## src/rtl/apb_ecc_master.sv

```systemverilog
// APB initiator that programs the ECC register block per command.
// Optional macro ECC_MST_TIMEOUT_EN bounds the wait for operation_done.
module apb_ecc_master #(
  parameter int DATA_WIDTH      = 32,
  parameter int AMBA_ADDR_WIDTH = 20,
  parameter int AMBA_WORD       = 32,
  parameter int BASE_ADDR       = 0,
  parameter int TIMEOUT_CYCLES  = 64
) (
  input  logic                       clk,
  input  logic                       rst,
  input  logic                       cmd_valid,
  output logic                       cmd_ready,
  input  logic [1:0]                 cmd_op,
  input  logic [1:0]                 cmd_width,
  input  logic [AMBA_WORD-1:0]       cmd_data,
  input  logic [AMBA_WORD-1:0]       cmd_noise,
  output logic [AMBA_ADDR_WIDTH-1:0] PADDR,
  output logic [AMBA_WORD-1:0]       PWDATA,
  output logic                       PSEL,
  output logic                       PENABLE,
  output logic                       PWRITE,
  input  logic                       operation_done,
  input  logic [DATA_WIDTH-1:0]      data_out,
  output logic                       rsp_valid,
  input  logic                       rsp_ready,
  output logic [DATA_WIDTH-1:0]      rsp_data,
  output logic                       rsp_err,
  output logic                       busy
);

  typedef enum logic [2:0] {
    IDLE, SETUP, ACCESS, WAIT_DONE, RESP
  } state_t;

  localparam logic [1:0] IX_CW    = 2'd0;
  localparam logic [1:0] IX_DIN   = 2'd1;
  localparam logic [1:0] IX_NOISE = 2'd2;
  localparam logic [1:0] IX_CTRL  = 2'd3;
  localparam logic [1:0] OP_NOISE = 2'b10;
  localparam logic [1:0] OP_ILL   = 2'b11;

  state_t                     state_q, state_d;
  logic [1:0]                 idx_q, idx_d;
  logic [1:0]                 op_q, width_q;
  logic [AMBA_WORD-1:0]       data_q, noise_q;
  logic [AMBA_ADDR_WIDTH-1:0] paddr_q, paddr_d;
  logic [AMBA_WORD-1:0]       pwdata_q, pwdata_d;
  logic [DATA_WIDTH-1:0]      rsp_data_q, rsp_data_d;
  logic                       rsp_err_q, rsp_err_d;
  logic                       accept;
  logic                       load_bus;
  logic                       load_rsp;
  logic                       timeout;
  logic [1:0]                 src_width;
  logic [3:0]                 offset;

  assign cmd_ready = rst && (state_q == IDLE);
  assign accept    = cmd_valid && cmd_ready;

`ifdef ECC_MST_TIMEOUT_EN
  localparam int CNT_W =
    (TIMEOUT_CYCLES > 256) ? $clog2(TIMEOUT_CYCLES) : 8;
  logic [CNT_W-1:0] cnt_q;

  // Held at zero outside WAIT_DONE so every entry starts from 0
  always_ff @(posedge clk or negedge rst) begin
    if (!rst) begin
      cnt_q <= '0;
    end else if (state_q != WAIT_DONE) begin
      cnt_q <= '0;
    end else begin
      cnt_q <= cnt_q + 1'b1;
    end
  end

  assign timeout = (state_q == WAIT_DONE) &&
                   (cnt_q == CNT_W'(TIMEOUT_CYCLES - 1));
`else
  assign timeout = (TIMEOUT_CYCLES < 0);
`endif

  always_comb begin
    state_d    = state_q;
    idx_d      = idx_q;
    load_bus   = 1'b0;
    load_rsp   = 1'b0;
    rsp_data_d = '0;
    rsp_err_d  = 1'b0;
    unique case (state_q)
      IDLE: begin
        if (accept) begin
          idx_d = IX_CW;
          if (cmd_op == OP_ILL) begin
            state_d   = RESP;
            load_rsp  = 1'b1;
            rsp_err_d = 1'b1;
          end else begin
            state_d  = SETUP;
            load_bus = 1'b1;
          end
        end
      end
      SETUP: state_d = ACCESS;
      ACCESS: begin
        if (idx_q == IX_CTRL) begin
          state_d = WAIT_DONE;
        end else begin
          state_d  = SETUP;
          load_bus = 1'b1;
          if (idx_q == IX_DIN && op_q != OP_NOISE)
            idx_d = IX_CTRL;
          else
            idx_d = idx_q + 2'd1;
        end
      end
      WAIT_DONE: begin
        if (operation_done) begin
          state_d    = RESP;
          load_rsp   = 1'b1;
          rsp_data_d = data_out;
        end else if (timeout) begin
          state_d   = RESP;
          load_rsp  = 1'b1;
          rsp_err_d = 1'b1;
        end
      end
      RESP: begin
        if (rsp_ready) state_d = IDLE;
      end
      default: state_d = IDLE;
    endcase
  end

  // The first write is set up while the command is still on the inputs
  always_comb begin
    src_width = (state_q == IDLE) ? cmd_width : width_q;
    offset    = 4'h0;
    pwdata_d  = AMBA_WORD'(op_q);
    unique case (1'b1)
      (idx_d == IX_CW): begin
        offset   = 4'h8;
        pwdata_d = AMBA_WORD'(src_width);
      end
      (idx_d == IX_DIN): begin
        offset   = 4'h4;
        pwdata_d = data_q;
      end
      (idx_d == IX_NOISE): begin
        offset   = 4'hC;
        pwdata_d = noise_q;
      end
      default: begin
        offset   = 4'h0;
        pwdata_d = AMBA_WORD'(op_q);
      end
    endcase
    paddr_d = AMBA_ADDR_WIDTH'(BASE_ADDR) +
              AMBA_ADDR_WIDTH'(offset);
  end

  always_ff @(posedge clk or negedge rst) begin
    if (!rst) begin
      state_q    <= IDLE;
      idx_q      <= '0;
      op_q       <= '0;
      width_q    <= '0;
      data_q     <= '0;
      noise_q    <= '0;
      paddr_q    <= '0;
      pwdata_q   <= '0;
      rsp_data_q <= '0;
      rsp_err_q  <= 1'b0;
    end else begin
      state_q <= state_d;
      idx_q   <= idx_d;
      if (accept) begin
        op_q    <= cmd_op;
        width_q <= cmd_width;
        data_q  <= cmd_data;
        noise_q <= cmd_noise;
      end
      if (load_bus) begin
        paddr_q  <= paddr_d;
        pwdata_q <= pwdata_d;
      end
      if (load_rsp) begin
        rsp_data_q <= rsp_data_d;
        rsp_err_q  <= rsp_err_d;
      end
    end
  end

  assign PADDR     = paddr_q;
  assign PWDATA    = pwdata_q;
  assign PSEL      = (state_q == SETUP) || (state_q == ACCESS);
  assign PENABLE   = (state_q == ACCESS);
  assign PWRITE    = PSEL;
  assign rsp_valid = (state_q == RESP);
  assign rsp_data  = rsp_data_q;
  assign rsp_err   = rsp_err_q;
  assign busy      = (state_q != IDLE);

endmodule

```

## config.mk

```make
export PLATFORM = sky130hd
export DESIGN_NAME = apb_ecc_master
export DESIGN_NICKNAME = d
export VERILOG_FILES = /design/src/rtl/apb_ecc_master.sv
export SDC_FILE = /design/constraint.sdc
export NUM_CORES = 1
export LEC_CHECK = 0
export ABC_AREA = 0
export CAP_MARGIN = 5
export CORE_MARGIN = 2
export CORE_UTILIZATION = 30
export CTS_BUF_LIST = sky130_fd_sc_hd__clkbuf_2
export CTS_CLUSTER_DIAMETER = 60
export DETAILED_ROUTE_END_ITERATION = 6
export PLACE_DENSITY_LB_ADDON = 0.1
export RECOVER_POWER = 100
export SYNTH_ARGS = -nofsm -noshare
export SYNTH_HDL_FRONTEND = slang
export SYNTH_SLANG_ARGS = --single-unit
```

## constraint.sdc

```tcl
create_clock -name clk -period 3.7 [get_ports clk]
set_input_delay 0.37 -clock clk [delete_from_list [all_inputs] [get_ports clk]]
set_output_delay 0.37 -clock clk [all_outputs]
set_load 0.01 [all_outputs]
```

==> qor.yml <==
outcome: "finished, violations left"
violations: "capacitance limit, slew limit"
drive_above_1_share_pct: 23.2
ys_warn_count: 0
fp.dieH_um: 145
setup.worst_path.class: "reg2reg"
drt_iter0_drc: 143
syn_to_final_growth_pct: 36.2
vias: 4061
port_buffers: 177
htree_levels: 4
rows: 51
grt_pass1_wl_mm: 23.9
clock_latency_ps: 660
finalCriticalPeriod_ps: 3090
p_int_mw: 4.10
stdcell_count: 889
tns_ps: 0
dr.pass1.iters: 4
design_area_sq_um: 8110
swShare_pct: 35.8
hold_viol: 0
gp_congestion: 0.703
cts_resized: 0
root_buffer: "clkbuf_2"
cp-end-kind: "flop"
grt-ovfl-total: 0
setup_viol: 0
slew_headroom_pct: -5.29
die_area_sq_um: 21000
grt_pass1_vias: 4229
ant_nets: 0
power_frac_clock_pct: 14.4
cts_buffer_depth: 2
pwr-share-comb_pct: 45.0
dp_cells: 856
syn-mean-instance-area_sq_um: 13.7
grt_usage_pct: 15.2
finalCritPeriodShare_pct: 83.4
wirelength_mm: 15.3
cts_buffers: 17
dpl-instance-area_sq_um: 7880
cts_sinks: 140
leakage_nw: 3.66
antenna_found_initial: 1
drc: 0
p_per_area_nw_per_um2: 788
dpl.hpwl_mm: 10.5
slew_viol_final: 64
seqPwrFrac_pct: 40.6
r2r_setup_slack_ps: 610
cp_data_required_time_ps: 4240
ys_types: 35
grt_start_max_net_pins: 73
nets: 720
cts_tree: "done"
fin_skew_ps: 31.4
hp-class: "in2async"
tightest_slew_ps: 1580
syn_area_sq_um: 5950
path_max_fanout: 72
core-area_sq_um: 19500
seq_area_frac_synth_pct: 58.8
start_kind: "flop"
cap_viol_max_count: 1
postCtsSetupBuffers: 0
clock.fmax_mhz: 324
die_x_um: 145
rsz0062_at_grt: "false"
ir_worst_vdd_mv: 0.274
wire_per_inst_um: 17.3
viasPerCell: 4.57
synth-seq-cells: 140
clkTransAtPathRegs_ps: 210
io_pins: 196
synth_cells: 436
crit_arrival_ps: 3630
power.switching_mw: 2.28
initial_core_util_pct: 30.6
[through the flow]
step                util [%]  power [mW]  hold WS, ps  setup WS (ps)
finish                  41.7        6.39          132            615
global route            41.7        6.92         67.8            259
CTS                     41.8        6.65         41.2            656
detailed placement      40.5        5.69          301            599
global placement        40.5        5.64          302            637
floorplan                  -        4.44         74.4           1380
[path summary, 6_finish.rpt]
kind | cells past startpoint | end | start
min in group clk | 2 | state_q[2]$_DFFE_PN0P_ | rsp_ready
worst max-delay path | 6 | rsp_data[2]$_DFFE_PN0P_ | state_q[0]$_DFFE_PN0P_
worst min-delay path | 2 | noise_q[6]$_DFFE_PN0P_ | rst
max in group asynchronous | 3 | rsp_data[1]$_DFFE_PN0P_ | rst
worst min register to register | 1 | rsp_data[7]$_DFFE_PN0P_ | rsp_data[7]$_DFFE_PN0P_
worst max register to register | 6 | rsp_data[2]$_DFFE_PN0P_ | state_q[0]$_DFFE_PN0P_
[placed cells by master (no fill, tap or decap), drive strengths merged, types with 3 or more instances in the layout]
cell type	count
dfrtp	140
clkdlybuf4s50	105
mux2	100
dlygate4sd3	72
nor2	33
a22o	32
a22oi	30
clkbuf	20
conb	18
buf	10
inv	9
clkinv	6
nand2	5
nand3	5
ha	4
o21ai	3
clkinvlp	3
bufinv	3
nor3	3
[Yosys cell counts]
cell,n,area [sq um]
nand2_1,5,18.8
conb_1,1,3.75
and4_1,1,8.76
mux2_1,1,11.3
o21ai_0,3,15.0
a22o_1,32,280
nor4_4,1,21.3
xor2_1,1,8.76
a22oi_1,30,225
a21oi_2,1,8.76
a32oi_1,2,17.5
nor4b_1,1,8.76
o211a_1,1,10.0
inv_1,9,33.8
nor2_1,33,124
ha_1,4,50.1
o21a_1,1,7.51
mux2_2,99,1110
nand3_1,5,25.0
clkbuf_1,13,48.8
and2_1,2,12.5
a31oi_1,1,6.26
a31oi_4,1,21.3
and3_1,2,12.5
buf_6,4,45.0
buf_4,29,218
a221oi_1,2,17.5
a21oi_1,1,5.00
o41ai_1,1,8.76
dfrtp_1,140,3500
nor3_1,2,10.0
nor3_4,1,16.3
a2bb2oi_1,1,8.76
o31ai_1,1,7.51
buf_2,4,20.0
[power by group through the flow]
stage	clock [mW]	combinational [mW]	sequential, mW
finish	0.920	2.88	2.59
global route	1.04	3.19	2.69
floorplan	0	1.80	2.64
detailed placement	0	3.05	2.64
global placement	0	3.00	2.63
CTS	0.974	3.07	2.61
[per-layer routing]
metal	vias to the layer above	GRT usage [%]	wire [um]
met3	6	5.76	1120
met2	127	24.0	7460
li1	1889	-	-
met1	2039	19.7	6640
met5	-	0	0
met4	0	3.53	109
[sequential cells by signal (all words and copies together), names as in the netlist]
| name | flops |
|---|---|
| noise_q | 32 |
| rsp_data | 32 |
| data_q | 32 |
| op_q | 2 |
| PADDR | 2 |
| PWDATA | 32 |
| state_q | 3 |
| rsp_err | 1 |
| idx_q | 2 |
| width_q | 2 |
[what timing repair did]
item,4_1_cts,5_1_grt
endpoints found under the hold margin,35,0
endpoints found under the setup margin,0,0
hold buffers,1,0
[critical path, cell delays in order (launching register included)]
cell	delay [ps]
dfrtp_1	590
nor3_4	320
and3_1	210
buf_4	760
a21oi_1	520
buf_4	370
a22o_1	200
[area by class of cell]
cell class / instances / area [sq um]
Tap cell: 265 / 332
Inverter: 9 / 33.8
Clock buffer: 18 / 90.1
Multi-Input combinational cell: 254 / 2130
Timing Repair Buffer: 189 / 1860
Sequential cell: 140 / 3500
Fill cell: 1886 / 11400
Clock inverter: 12 / 150
Antenna cell: 2 / 5.00
[cells by family after synthesis]
group	count (synthesis)	synth area share, %
xor+xnor	1	0.147
flops	140	58.8
buf+inv	59	6.14
mux	100	18.9
compound gates	78	10.7
fa+ha+maj	4	0.841
simple gates	53	4.33
other cells	1	0.0630
(Power assumes the default switching activity.)
